$ cat src/rtl/mem_access_unit.sv
// mem_access_unit: memory stage with lane alignment, byte masks, cache handshake and load extension.
// Optional MEM_MISALIGN_TRAP_EN: misaligned accesses trap instead of being truncated.
module mem_access_unit #(
    parameter int XLEN = 32,
    parameter int ADDR_W = 32,
    localparam int MASK_W = XLEN / 8
) (
    input  logic              clk,
    input  logic              rst,
    input  logic              valid_in,
    input  logic              is_load,
    input  logic              is_store,
    input  logic [2:0]        funct3,
    input  logic [ADDR_W-1:0] addr,
    input  logic [XLEN-1:0]   store_data,
    input  logic [4:0]        rd_in,
    input  logic              flush,
    output logic              stall,
    output logic              dmem_read,
    output logic              dmem_write,
    output logic [ADDR_W-1:0] dmem_addr,
    output logic [XLEN-1:0]   dmem_wdata,
    output logic [MASK_W-1:0] dmem_wmask,
    input  logic [XLEN-1:0]   dmem_rdata,
    input  logic              dmem_resp,
    output logic              wb_valid,
    output logic [XLEN-1:0]   wb_data,
    output logic [4:0]        wb_rd,
    output logic              misalign
);
    localparam int OFF_W = $clog2(MASK_W);
    typedef enum logic [1:0] {IDLE, BUSY, DONE} state_t;
    state_t state, state_nx;
    logic [1:0] sz, sz_q;
    logic [OFF_W-1:0] off_raw, off, off_q, sz_low;
    logic bad, accept, uns_q, ld_q, killed;
    logic [4:0] rd_q;
    logic [XLEN-1:0] ld_sh, ld_lm, ld_val;
    function automatic logic [XLEN-1:0] lane_mask(input logic [1:0] s);
        return ~({XLEN{1'b1}} << (7'd8 << s));
    endfunction
    function automatic logic [MASK_W-1:0] byte_mask(input logic [1:0] s);
        return ~({MASK_W{1'b1}} << (4'd1 << s));
    endfunction
    // a doubleword request on a 32-bit datapath degrades to a word
    assign sz = (XLEN == 32 && funct3[1:0] == 2'b11) ? 2'b10 : funct3[1:0];
    assign sz_low = OFF_W'((4'd1 << sz) - 4'd1);
    assign off_raw = addr[OFF_W-1:0];
`ifdef MEM_MISALIGN_TRAP_EN
    assign off = off_raw;
    assign bad = |(off_raw & sz_low);
    assign misalign = rst & (state == IDLE) & valid_in & (is_load | is_store) & ~flush & bad;
`else
    assign off = off_raw & ~sz_low;
    assign bad = 1'b0;
    assign misalign = 1'b0;
`endif
    assign accept = rst & (state == IDLE) & valid_in & (is_load | is_store) & ~flush & ~bad;
    assign ld_sh = dmem_rdata >> {off_q, 3'b000};
    assign ld_lm = lane_mask(sz_q);
    // the sign bit is the topmost bit kept by the lane mask
    assign ld_val = (ld_sh & ld_lm) | ((~uns_q & |(ld_sh & ld_lm & ~(ld_lm >> 1))) ? ~ld_lm : '0);
    always_comb begin
        state_nx = (state == IDLE) ? (accept ? BUSY : IDLE) :
                   (state == BUSY) ? (dmem_resp ? DONE : BUSY) : IDLE;
        stall = accept | (state == BUSY);
        wb_valid = (state == DONE) & ld_q & ~killed;
    end
    always_ff @(posedge clk or negedge rst) begin
        if (!rst) begin
            state <= IDLE;
            dmem_read <= 1'b0;
            dmem_write <= 1'b0;
            dmem_addr <= '0;
            dmem_wdata <= '0;
            dmem_wmask <= '0;
            wb_data <= '0;
            wb_rd <= '0;
            off_q <= '0;
            sz_q <= '0;
            uns_q <= 1'b0;
            ld_q <= 1'b0;
            rd_q <= '0;
            killed <= 1'b0;
        end else begin
            state <= state_nx;
            if (accept) begin
                dmem_addr <= {addr[ADDR_W-1:OFF_W], {OFF_W{1'b0}}};
                dmem_read <= is_load;
                dmem_write <= is_store & ~is_load;
                dmem_wdata <= (store_data & lane_mask(sz)) << {off, 3'b000};
                dmem_wmask <= byte_mask(sz) << off;
                off_q <= off;
                sz_q <= sz;
                uns_q <= funct3[2];
                ld_q <= is_load;
                rd_q <= rd_in;
                killed <= 1'b0;
            end
            if (state == BUSY) begin
                if (flush) killed <= 1'b1;
                if (dmem_resp) begin
                    dmem_read <= 1'b0;
                    dmem_write <= 1'b0;
                    if (ld_q & ~(killed | flush)) begin
                        wb_data <= ld_val;
                        wb_rd <= rd_q;
                    end
                end
            end
        end
    end
endmodule

$ cat config.mk
export PLATFORM = sky130hd
export DESIGN_NAME = mem_access_unit
export DESIGN_NICKNAME = d
export VERILOG_FILES = /design/src/rtl/mem_access_unit.sv
export SDC_FILE = /design/constraint.sdc
export NUM_CORES = 1
export LEC_CHECK = 0
export ABC_CLOCK_PERIOD_IN_PS = 4000
export BUFFER_PORTS_ARGS = -buffer_cell sky130_fd_sc_hd__buf_2
export CORE_MARGIN = 1
export CORE_UTILIZATION = 54
export CTS_CLUSTER_SIZE = 24
export DETAILED_ROUTE_END_ITERATION = 12
export GPL_ROUTABILITY_DRIVEN = 0
export PLACE_DENSITY = 0.87
export SLEW_MARGIN = 20
export SYNTH_ARGS = -nofsm -noshare
export SYNTH_HDL_FRONTEND = slang
export SYNTH_SLANG_ARGS = --single-unit
$ cat constraint.sdc
create_clock -name clk -period 4 [get_ports clk]
set_clock_uncertainty 0.2 [all_clocks]
set_input_delay 0.8 -clock clk [delete_from_list [all_inputs] [get_ports clk]]
set_output_delay 0.8 -clock clk [all_outputs]
set_load 0.01 [all_outputs]
# Word level (Yosys, flattened, before mapping)
# Cells that the tools add are included.
# word_totals
regBits,119
input_bits,111
out_inout_bits,110
# op_classes
add_sub_neg,1
n_eq_ne,3
shifts,9
n_mux,15
n_bitwise,28
n_reduce_logical,3
# op_table
operator,count
32-bit AND,3
32-bit NOT,3
32-bit by 7-bit << shifter with 32-bit output (first input constant),2
32-bit 2-to-1 mux,1
31-bit NOT with 32-bit output,1
32-bit bitwise OR,1
32-bit OR reduction,1
32-bit by 5-bit << shifter with 32-bit output,1
32-bit by 5-bit right shift with 32-bit output,1
4-bit by 2-bit << shifter with 7-bit output (first input constant),2
1-bit 2-to-1 mux,10
1-bit AND,9
2-bit 2-to-1 mux,4
1-bit NOT,5
2-bit equality test (second input constant),2
4-bit NOT,1
1-bit by 2-bit << shifter with 4-bit output (first input constant),1
4-bit by 2-bit << shifter with 4-bit output,1
4-bit by 4-bit << shifter with 4-bit output (first input constant),1
1-bit bitwise OR,3
3-bit AND reduction,1
2-bit AND,1
2-bit by 1-bit equality test with 1-bit output (second input constant),1
2-bit zero test,1
other kinds (2),2

# Longest topological paths before layout
# logic_depth
depth_word,9
mapped_depth,6

# Least setup slack after synthesis
# OpenSTA, ideal clock, no wires.
# synth_path
path_kind,input to output
startpoint,input valid_in
endpoint,output stall
arrival_ns,1.661
required_time_ns,3.000
path_slack_ns,1.339
stages,4
path_buffers,1
path_cell_list,nor4bb_1 > clkbuf_1 > nand3_1 > nand2_1
# synth_via
elab_chain_cells,4
# synth_lines
element,line,rtl
from (decl),10,"input logic valid_in,"
1-bit AND (3 in series),58,assign accept = rst & (state == IDLE) & valid_in & (is_load | is_store) & ~flush & ~bad;
1-bit bitwise OR,66,stall = accept | (state == BUSY);
to (decl),18,"output logic stall,"
# No other way between the ends.

# Worst setup path after layout
# layout_path
startpoint,register state[1]
endpoint,output stall
# layout_via
elab_chain_cells,6
# layout_lines
element,line,rtl
from (decl),33,"state_t state, state_nx;"
from (signal assigned),86,state <= state_nx;
2-bit zero test,58,
1-bit AND (4 in series),58,
1-bit bitwise OR *,66,
# Every way passes the cells marked *; elsewhere a longest branch is shown, timed or not.

==> results.yml <==
synth:
  synth-compound-area-share_pct: 18.5
  synth_top_cell_by_area: "dfrtp_1"
  ys_warn_count: 0
  synth.distinct_cells: 47
  synth_top_family_by_area: "compound AO/OA/AOI/OAI gates"
  synth.cell_area_sq_um: 5930
  synthAdderAreaFrac_pct: 0
  synth-edff-count: 0
  ys_ff_latch: 119
  synthFlopType: "dfrtp_1"
  synthCells: 485
  synthMuxAreaShare_pct: 17.8
  ys_seq_area_share_pct: 50.2
  synth-simple-area-share_pct: 8.34
  netlist_top_cells_area: "dfrtp_1, mux2_2, mux4_2"
  avgSynthCellArea_sq_um: 12.2
  synth_top_area_share_pct: 50.2
  async_flop_share_pct: 100
  synthXorXnorAreaFrac_pct: 0.148
worst_setup_path:
  reg2reg_setup_slack_ns: 1.28
  cp_cell_sequence: "clkinv_1 > nand3_1 > nand2_1 > buf_2"
  path_max_fanout: 21
  crit_path_end_kind: "output port"
  cp.required_ns: 3.00
  crit_slowest_cell: "dfrtp_1"
  reg2reg_from: "off_q[0]"
  path_class: "reg -> out"
  crit_arrival_ns: 2.42
  cp-start-kind: "flip-flop"
  r2r_cells: 3
  reg2reg_to: "wb_data[12]"
  max_stage_delay_ns: 0.85
pwr:
  p_total_mw: 4.66
  peakVddDrop_mv: 0.354
  powerDensity_nw_per_um2: 611
  leakage_nw: 3.56
timing:
  slew_violations: 0
  tns_ns: 0
  min_period_ns: 3.42
  slew_headroom_pct: 24.5
  max_freq_mhz: 292
  holdWs_ns: 0.131
  fin_ws_ns: 0.581
  setup_viol: 0
  rsz0062_at_grt: "false"
  worst_slew_pin_slew_ns: 1.13
  final_hold_viol_count: 0
  period_share_pct: 85.5
route:
  drt.antenna.violating_nets: 0
  routed_via_density: 6.22
  drc: 0
  drt-total-wl_um: 16700
  num_vias: 5193
  drtIter0Drc: 503
  firstDrtPassIters: 5
  wl_per_cell_um: 20.0
global_routing:
  grt_pass1_vias: 5039
  grt_usage_pct: 30.2
  grt_pass1_wl_um: 26500
  grt_start_max_net_pins: 88
  antenna_found_initial: 1
  grt-ovfl-total: 0
min_path:
  min_path_type: "in -> async"
final_layout:
  drive_gt1_share_pct: 51.5
  area_delta_synth_final_pct: 28.8
  n_antenna_cell: 0
  nNetsFinal: 797
  fin_util_pct: 72.9
clock_network:
  postCtsSetupRepairBufs: 0
  clkTransAtPathRegs_ns: 0.06
  clockBufferDepth: 2
  hold_buffers: 0
  htreeDepth: 4
  clock-root-buffer: "clkbuf_8"
  post_cts_resize_count: 0
  cts.sinks: 119
  cts_tree: "built"
  cts_buffers: 17
  clk_latency_ns: 0.51
placed_design:
  dp_hpwl_um: 11300
  dpl_worst_slack_ns: 0.828
  portBuffers: 217
job:
  drv_cap: 0
floorplanning:
  die_w_um: 107
  io_pins: 221
  dieArea_sq_um: 11400
  initial_utilization_pct: 56.6
  core_area_sq_um: 10500
  core.rowCount: 37
  die_h_um: 107
run_status:
  status: "finished, final reports clean"
flip-flops by register name (all words and copies together), names as in the netlist:
| signal | flops |
|---|---|
| dmem_write | 1 |
| off_q | 2 |
| dmem_read | 1 |
| sz_q | 2 |
| state | 2 |
| dmem_wmask | 4 |
| dmem_wdata | 32 |
| rd_q | 5 |
| uns_q | 1 |
| killed | 1 |
| wb_data | 32 |
| ld_q | 1 |
| dmem_addr | 30 |
| wb_rd | 5 |
area by class of cell:
cell class | instances | area (sq um)
clock inverters | 13 | 156
repair buffers | 226 | 1170
inverters | 13 | 48.8
well taps | 136 | 170
multi-input cells | 309 | 2690
flip-flops and latches | 119 | 2980
clock buffers | 19 | 422
fillers | 719 | 2830
Yosys cell counts, types with 2 or more instances:
| cell | n |
|---|---|
| a32o_1 | 8 |
| a32oi_1 | 8 |
| buf_1 | 5 |
| clkbuf_1 | 21 |
| a21oi_1 | 21 |
| nor3b_2 | 2 |
| nand2_1 | 27 |
| dfrtp_1 | 119 |
| clkinv_1 | 3 |
| mux2_1 | 3 |
| nand3_1 | 3 |
| mux4_2 | 8 |
| nor2_1 | 5 |
| buf_2 | 11 |
| a2111oi_0 | 8 |
| nor4bb_1 | 9 |
| a31oi_1 | 24 |
| and2_1 | 8 |
| o21ai_0 | 19 |
| a41oi_2 | 10 |
| o31ai_1 | 18 |
| buf_4 | 6 |
| nor2b_1 | 4 |
| a211oi_2 | 2 |
| buf_6 | 2 |
| mux2_2 | 74 |
| a2bb2oi_1 | 16 |
| and3b_1 | 8 |
| a41oi_1 | 6 |
| inv_1 | 10 |
placed cells by master (no fill, tap or decap), types with 2 or more instances in the layout:
master / count
buf_2: 216
dfrtp_1: 119
mux2_2: 74
nand2_1: 27
a31oi_1: 24
a21oi_1: 21
o21ai_0: 19
o31ai_1: 18
a2bb2oi_1: 16
clkbuf_16: 16
inv_1: 10
a41oi_2: 10
a32oi_1: 8
mux4_2: 8
and2_1: 8
and3b_1: 8
a32o_1: 8
nor4bb_1: 8
a2111oi_0: 8
buf_4: 8
a41oi_1: 6
clkinvlp_4: 5
nor2b_1: 4
clkinv_2: 4
clkinv_1: 3
nand3_1: 3
nor2_1: 3
mux2_1: 3
conb_1: 3
bufinv_16: 3
nor2_2: 2
nor3b_2: 2
a211oi_2: 2
clkbuf_1: 2
report_power, final:
group          total, mW  internal, mW  switching (mW)
logic               1.34         0.650           0.688
registers           1.83          1.57           0.257
clock network       1.49         0.943           0.551
total               4.66          3.17            1.50
through the flow:
stage	instance area (sq um)	cells
2_1_floorplan	5930	487
3_3_place_gp	7050	803
6_report	7630	835
3_5_place_dp	7050	803
4_1_cts	7630	835
5_1_grt	7630	835
kinds of logic after synthesis:
kind of cell / Yosys count
flip-flops: 119
XOR/XNOR: 1
other: 1
AND/OR/NAND/NOR: 78
multiplexers: 86
buffers and inverters: 59
AO/OA/AOI/OAI: 141
how the worst max path moves through the flow:
stage	cells past startpoint	end	startpoint	slack, ns
after global routing	4	stall	state[1]	0.47
after floorplan	4	stall	valid_in	1.34
after CTS	4	stall	state[1]	0.66
final	4	stall	state[1]	0.58
after global placement	7	dmem_addr[15]	rst	0.93
after detailed placement	7	dmem_addr[14]	rst	0.83
worst max-delay path, delay by kind of cell (launching register included):
kind,cells,cell delay (ns)
AND/OR/NAND/NOR,2,0.53
buffers and inverters,2,0.52
flip-flops,1,0.85
per-layer routing:
metal | routed length [um] | GRT usage (%) | up-vias
met4 | 534 | 12.4 | 2
met3 | 1420 | 8.21 | 54
met1 | 6610 | 40.1 | 2536
li1 | - | - | 2265
met5 | 13 | 0 | -
met2 | 8100 | 46.9 | 336
Note: power is estimated with default switching activity, not from simulation.
